--- src/rtl/intr_dispatch.sv ---
`default_nettype none
// ============================================================================
// Module   : intr_dispatch
// Purpose  : Captures encoded interrupt requests into a sticky, maskable
//            pending register and hands them to the CPU one at a time over an
//            irq/ack/eoi handshake, keeping a saturating count per source.
// Revision : 1.0 - initial release
// ============================================================================
module intr_dispatch #(
   parameter int CNT_W   = 8,
   parameter int TIMEOUT = 16
) (
   input  logic             clk_i,
   input  logic             rst_ni,
   input  logic             intr_i,
   input  logic [1:0]       x_i,
   input  logic [3:0]       mask_i,
   input  logic             ack_i,
   input  logic             eoi_i,
   input  logic [1:0]       cnt_sel_i,
   output logic             irq_o,
   output logic [1:0]       vec_o,
   output logic             busy_o,
   output logic [3:0]       pend_o,
   output logic [CNT_W-1:0] cnt_o,
   output logic             drop_o,
   output logic             tmo_o
);

   localparam int                 c_timer_w  = (TIMEOUT > 2) ? $clog2(TIMEOUT) : 1;
   localparam logic [c_timer_w-1:0] c_tmo_last = c_timer_w'(TIMEOUT - 1);
   localparam logic [CNT_W-1:0]   c_cnt_max  = {CNT_W{1'b1}};

   typedef enum logic [1:0] {
      ST_IDLE = 2'd0,
      ST_REQ  = 2'd1,
      ST_SERV = 2'd2
   } state_t;

   state_t                 r_state, w_state_nxt;
   logic [1:0]             r_vec, w_vec_nxt;
   logic [c_timer_w-1:0]   r_timer, w_timer_nxt;
   logic                   r_tmo, w_tmo_nxt;
   logic                   r_drop, w_drop_nxt;
   logic [3:0]             r_pend, w_pend_nxt;
   logic [3:0]             w_set_mask, w_clr_mask;
   logic [1:0]             w_sel;
   logic [CNT_W-1:0]       r_cnt [4];

   // Decode an unmasked encoder request and an accepted vector into one-hot set/clear masks
   always_comb begin
      w_set_mask = 4'b0000;
      w_clr_mask = 4'b0000;
      if (intr_i && !mask_i[x_i])
         w_set_mask[x_i] = 1'b1;
      if (r_state == ST_REQ && ack_i)
         w_clr_mask[r_vec] = 1'b1;
   end

   // Set beats clear on the same bit; a collision with a bit that survives the edge is a drop
   assign w_pend_nxt = (r_pend & ~w_clr_mask) | w_set_mask;
   assign w_drop_nxt = |(w_set_mask & r_pend & ~w_clr_mask);

   // Fixed priority: highest pending index wins
   always_comb begin
      w_sel = 2'd0;
      if (r_pend[3])      w_sel = 2'd3;
      else if (r_pend[2]) w_sel = 2'd2;
      else if (r_pend[1]) w_sel = 2'd1;
      else                w_sel = 2'd0;
   end

   // Dispatch FSM next-state: vector is latched on REQ entry and frozen until IDLE
   always_comb begin
      w_state_nxt = r_state;
      w_vec_nxt   = r_vec;
      w_timer_nxt = r_timer;
      w_tmo_nxt   = 1'b0;
      case (r_state)
         ST_IDLE: begin
            if (r_pend != 4'b0000) begin
               w_state_nxt = ST_REQ;
               w_vec_nxt   = w_sel;
               w_timer_nxt = '0;
            end
         end
         ST_REQ: begin
            if (ack_i) begin
               w_state_nxt = ST_SERV;
            end else if (r_timer == c_tmo_last) begin
               // Withdraw irq but keep the source pending so it is re-offered
               w_state_nxt = ST_IDLE;
               w_tmo_nxt   = 1'b1;
            end else begin
               w_timer_nxt = r_timer + c_timer_w'(1);
            end
         end
         ST_SERV: begin
            if (eoi_i)
               w_state_nxt = ST_IDLE;
         end
         default: begin
            w_state_nxt = ST_IDLE;
         end
      endcase
   end

   // FSM, pending register and pulse outputs
   always_ff @(posedge clk_i or negedge rst_ni) begin
      if (!rst_ni) begin
         r_state <= ST_IDLE;
         r_vec   <= 2'd0;
         r_timer <= '0;
         r_tmo   <= 1'b0;
         r_drop  <= 1'b0;
         r_pend  <= 4'b0000;
      end else begin
         r_state <= w_state_nxt;
         r_vec   <= w_vec_nxt;
         r_timer <= w_timer_nxt;
         r_tmo   <= w_tmo_nxt;
         r_drop  <= w_drop_nxt;
         r_pend  <= w_pend_nxt;
      end
   end

   // Per-source service counters, bumped when the source is accepted, saturating at all-ones
   always_ff @(posedge clk_i or negedge rst_ni) begin
      if (!rst_ni) begin
         for (int i = 0; i < 4; i++)
            r_cnt[i] <= '0;
      end else begin
         for (int i = 0; i < 4; i++)
            if (w_clr_mask[i] && r_cnt[i] != c_cnt_max)
               r_cnt[i] <= r_cnt[i] + CNT_W'(1);
      end
   end

   assign irq_o  = (r_state == ST_REQ);
   assign busy_o = (r_state == ST_SERV);
   assign vec_o  = r_vec;
   assign pend_o = r_pend;
   assign drop_o = r_drop;
   assign tmo_o  = r_tmo;
   assign cnt_o  = r_cnt[cnt_sel_i];

endmodule
`default_nettype wire
--- config.mk ---
export PLATFORM = sky130hd
export DESIGN_NAME = intr_dispatch
export DESIGN_NICKNAME = d
export VERILOG_FILES = /design/src/rtl/intr_dispatch.sv
export SDC_FILE = /design/constraint.sdc
export NUM_CORES = 1
export LEC_CHECK = 0
export ABC_AREA = 1
export CAP_MARGIN = 5
export CORE_MARGIN = 2
export CORE_UTILIZATION = 46
export DETAILED_ROUTE_END_ITERATION = 8
export PLACE_DENSITY_LB_ADDON = 0.3
export SKIP_CTS_REPAIR_TIMING = 1
export SYNTH_ARGS = -nofsm -noshare
export SYNTH_HDL_FRONTEND = slang
export SYNTH_SLANG_ARGS = --single-unit
--- constraint.sdc ---
create_clock -name clk_i -period 2 [get_ports clk_i]
set_input_delay 0.4 -clock clk_i [delete_from_list [all_inputs] [get_ports clk_i]]
set_output_delay 0.4 -clock clk_i [all_outputs]
set_load 0.05 [all_outputs]
==> results.json <==
{
  "status": "finished, final reports clean",
  "drv_cap": 0,
  "finalCriticalPeriod_ps": 1945,
  "clock_latency_ps": 310,
  "drc_errors": 0,
  "cts.htree.levels": 2,
  "fin_crit_sh": 0.9726,
  "synth_flop_cell": "dfrtp_1",
  "clock_path_buffers": 2,
  "core_area_sq_mm": 0.005574,
  "start_kind": "flop",
  "rsz0062_at_grt": "no",
  "die_x_um": 80.26,
  "cts_root_buf": "clkbuf_8",
  "grt_util_met3": 0.03820,
  "tritoncts": "yes",
  "postSynthNetCount": 379,
  "dr.pass1.iters": 4,
  "vias": 2411,
  "critPathSlowestCell": "clkdlybuf4s50_1",
  "die_y_um": 80.26,
  "nFillCells": 523,
  "ys_seq_elements": 46,
  "synthCells": 361,
  "worst_pin_slew_ps": 536.2,
  "grt_pass1_vias": 2324,
  "io_pins": 31,
  "required_ps": 1600,
  "path_cells": "clkdlybuf4s50_1",
  "via_per_inst": 5.033,
  "hold_path_class": "input port to asynchronous set/reset pin",
  "port_buffers": 30,
  "diodes": 0,
  "rows": 27,
  "r2r_start": "r_cnt[24]",
  "busiest_layer": "met2",
  "postSynth.asyncResetShare": 1.000,
  "dp.final_hpwl_um": 4477,
  "yosys-top-cells-area": "dfrtp_1, nand2_1, xor2_1",
  "worstRegToRegCells": 8,
  "finalSetupViolations": 0,
  "yosysWarningCount": 0,
  "final_max_slew_viol_count": 0,
  "initial_utilization": 0.4799,
  "yosysTopAreaCell": "dfrtp_1",
  "syn_avg_cell_area_sq_um": 7.410,
  "cts_made_buffers": 5,
  "crit_type": "flop to primary output",
  "crit_path_end_kind": "primary output",
  "grt_max_degree": 24,
  "clk_pin_slew_ps": 90,
  "syn_area_sq_mm": 0.002675,
  "met1_usage": 0.2702,
  "critPathMaxStageDelay_ps": 820,
  "drt-initial-drc-count": 106,
  "ys_types": 28,
  "finalHoldViolCount": 0,
  "grt-ovfl-total": 0,
  "cp.arrival_ps": 1550,
  "r2r_setup_slack_ps": 400,
  "grt_usage": 0.2053,
  "cellLeakagePower_nw": 1.654,
  "power_density_mw_per_mm2": 1101,
  "ir_drop_uv": 949.1,
  "relSlewSlack": 0.6426,
  "grt_use_met2": 0.3333,
  "postRouteAntennaNets": 0,
  "syn_to_final_growth_pct": 25.91,
  "grt_pass1_wl_um": 10270,
  "die-area_sq_mm": 0.006442,
  "path_max_fanout": 4,
  "drive_above_1_share": 0.1351,
  "clock.fmax_ghz": 0.5141,
  "final_core_util": 0.6043,
  "yosysSeqAreaShare": 0.4303,
  "cpLargestDelayFamily": "buffers and inverters",
  "critPathBufInv": 1,
  "routabilityCongestion": 0.8404,
  "wl_um": 5989,
  "total_power_w": 0.003707,
  "synth-edff-count": 0,
  "wl_per_cell_um": 12.50,
  "skew_ps": 10.91,
  "fin_nets": 424,
  "antenna_found_initial": 0,
  "r2r_end": "r_cnt[31]",
  "clock_sinks": 46,
  "synth_top_area_share": 0.4303
}
==> logic make-up after synthesis <==
group           after synthesis  synth area share
xor+xnor                     22           0.07203
simple gates                203            0.3255
compound gates               45           0.08934
flops                        46            0.4303
buf+inv                      40           0.05940
fa+ha+maj                     5           0.02339
==> Yosys cell counts (2+ instances only) <==
master    number
a21oi_1       16
clkbuf_1       4
dfrtp_1       46
ha_1           5
inv_1         31
inv_2          3
nand2_1      125
nand2_2        5
nand3_1       21
nand3b_1       3
nand4_1        4
nor2_1        32
nor3_1         6
nor3_2         2
o21ai_0       21
o21ai_1        2
o21ai_2        2
o22ai_1        3
xnor2_1        6
xor2_1        16
==> worst max path at each step <==
stage / to / cells past startpoint / from / slack [ps]
final: vec_o[0] / 1 / vec_o[0] / 50
after global routing: cnt_o[2] / 7 / cnt_sel_i[0] / 10
after CTS: cnt_o[7] / 6 / cnt_sel_i[0] / -200
after detailed placement: cnt_o[7] / 6 / cnt_sel_i[0] / -190
after global placement: cnt_o[0] / 7 / cnt_sel_i[0] / -160
after floorplan: cnt_o[6] / 4 / cnt_sel_i[0] / 6
==> flip-flops by register name, summed over array words and instances, names as in the netlist <==
signal / count
drop_o: 1
pend_o: 4
r_cnt: 32
r_state: 2
r_timer: 4
tmo_o: 1
vec_o: 2
==> layer usage <==
metal / share of wire / vias to the layer above / wire (um)
li1: - / 1239 / -
met1: 0.46 / 1108 / 2743
met2: 0.48 / 55 / 2902
met3: 0.040 / 9 / 240
met4: 0.017 / 0 / 102
met5: 0 / - / 0
==> cells in the final DEF, fill, tap and decap left out <==
cell,netlist,routed
nand4_1,4,4
xnor2_1,6,6
or2_1,1,1
dfrtp_1,46,46
nand3_4,1,1
nand3b_1,3,3
inv_1,31,29
and2_1,1,1
a21oi_1,16,14
buf_2,0,1
nand2_2,5,5
a21oi_2,0,2
xor2_1,16,16
nor2_1,32,32
inv_4,0,1
dlymetal6s2s_1,0,3
ha_1,5,5
nor3_1,6,6
o21ai_0,21,20
buf_4,0,14
clkbuf_8,0,5
clkinvlp_4,0,1
clkdlybuf4s50_1,0,16
nor3_2,2,2
clkinv_2,1,3
bufinv_16,0,1
inv_2,3,3
buf_12,0,9
o21ai_1,2,3
nor2_4,1,1
o22ai_2,0,3
o31ai_1,1,1
o21ai_2,2,2
nand3_1,21,21
nand2_1,125,125
or2_2,1,1
==> where the power goes <==
group	total [W]	internal [W]	switching, W
combinational	0.00161	0.000597	0.00102
sequential	0.00139	0.00115	0.000248
clock	0.000697	0.000368	0.000329
total	0.00371	0.00211	0.00160
==> cell type report <==
type	count	area, sq um	area share
Clock inverter	3	40.04	0.01189
Timing Repair Buffer	43	488.0	0.1449
Clock buffer	5	68.82	0.02043
Tap cell	72	90.09	0.02675
Multi-Input combinational cell	275	1391	0.4131
Sequential cell	46	1151	0.3418
Inverter	35	138.9	0.04123
==> metrics by stage <==
step | setup WS, ps | area [sq um] | instances | setup TNS [ps] | hold slack [ps]
2_1_floorplan | 6.499 | 2694 | 361 | 0 | 104.4
5_1_grt | 13.14 | 3368 | 479 | 0 | 91.94
3_3_place_gp | -157.0 | 3223 | 469 | -1009 | 410.0
6_report | 54.81 | 3368 | 479 | 0 | 57.04
4_1_cts | -199.8 | 3332 | 477 | -1402 | 76.12
3_5_place_dp | -190.7 | 3223 | 469 | -1300 | 411.9
(Power assumes the default switching activity.)
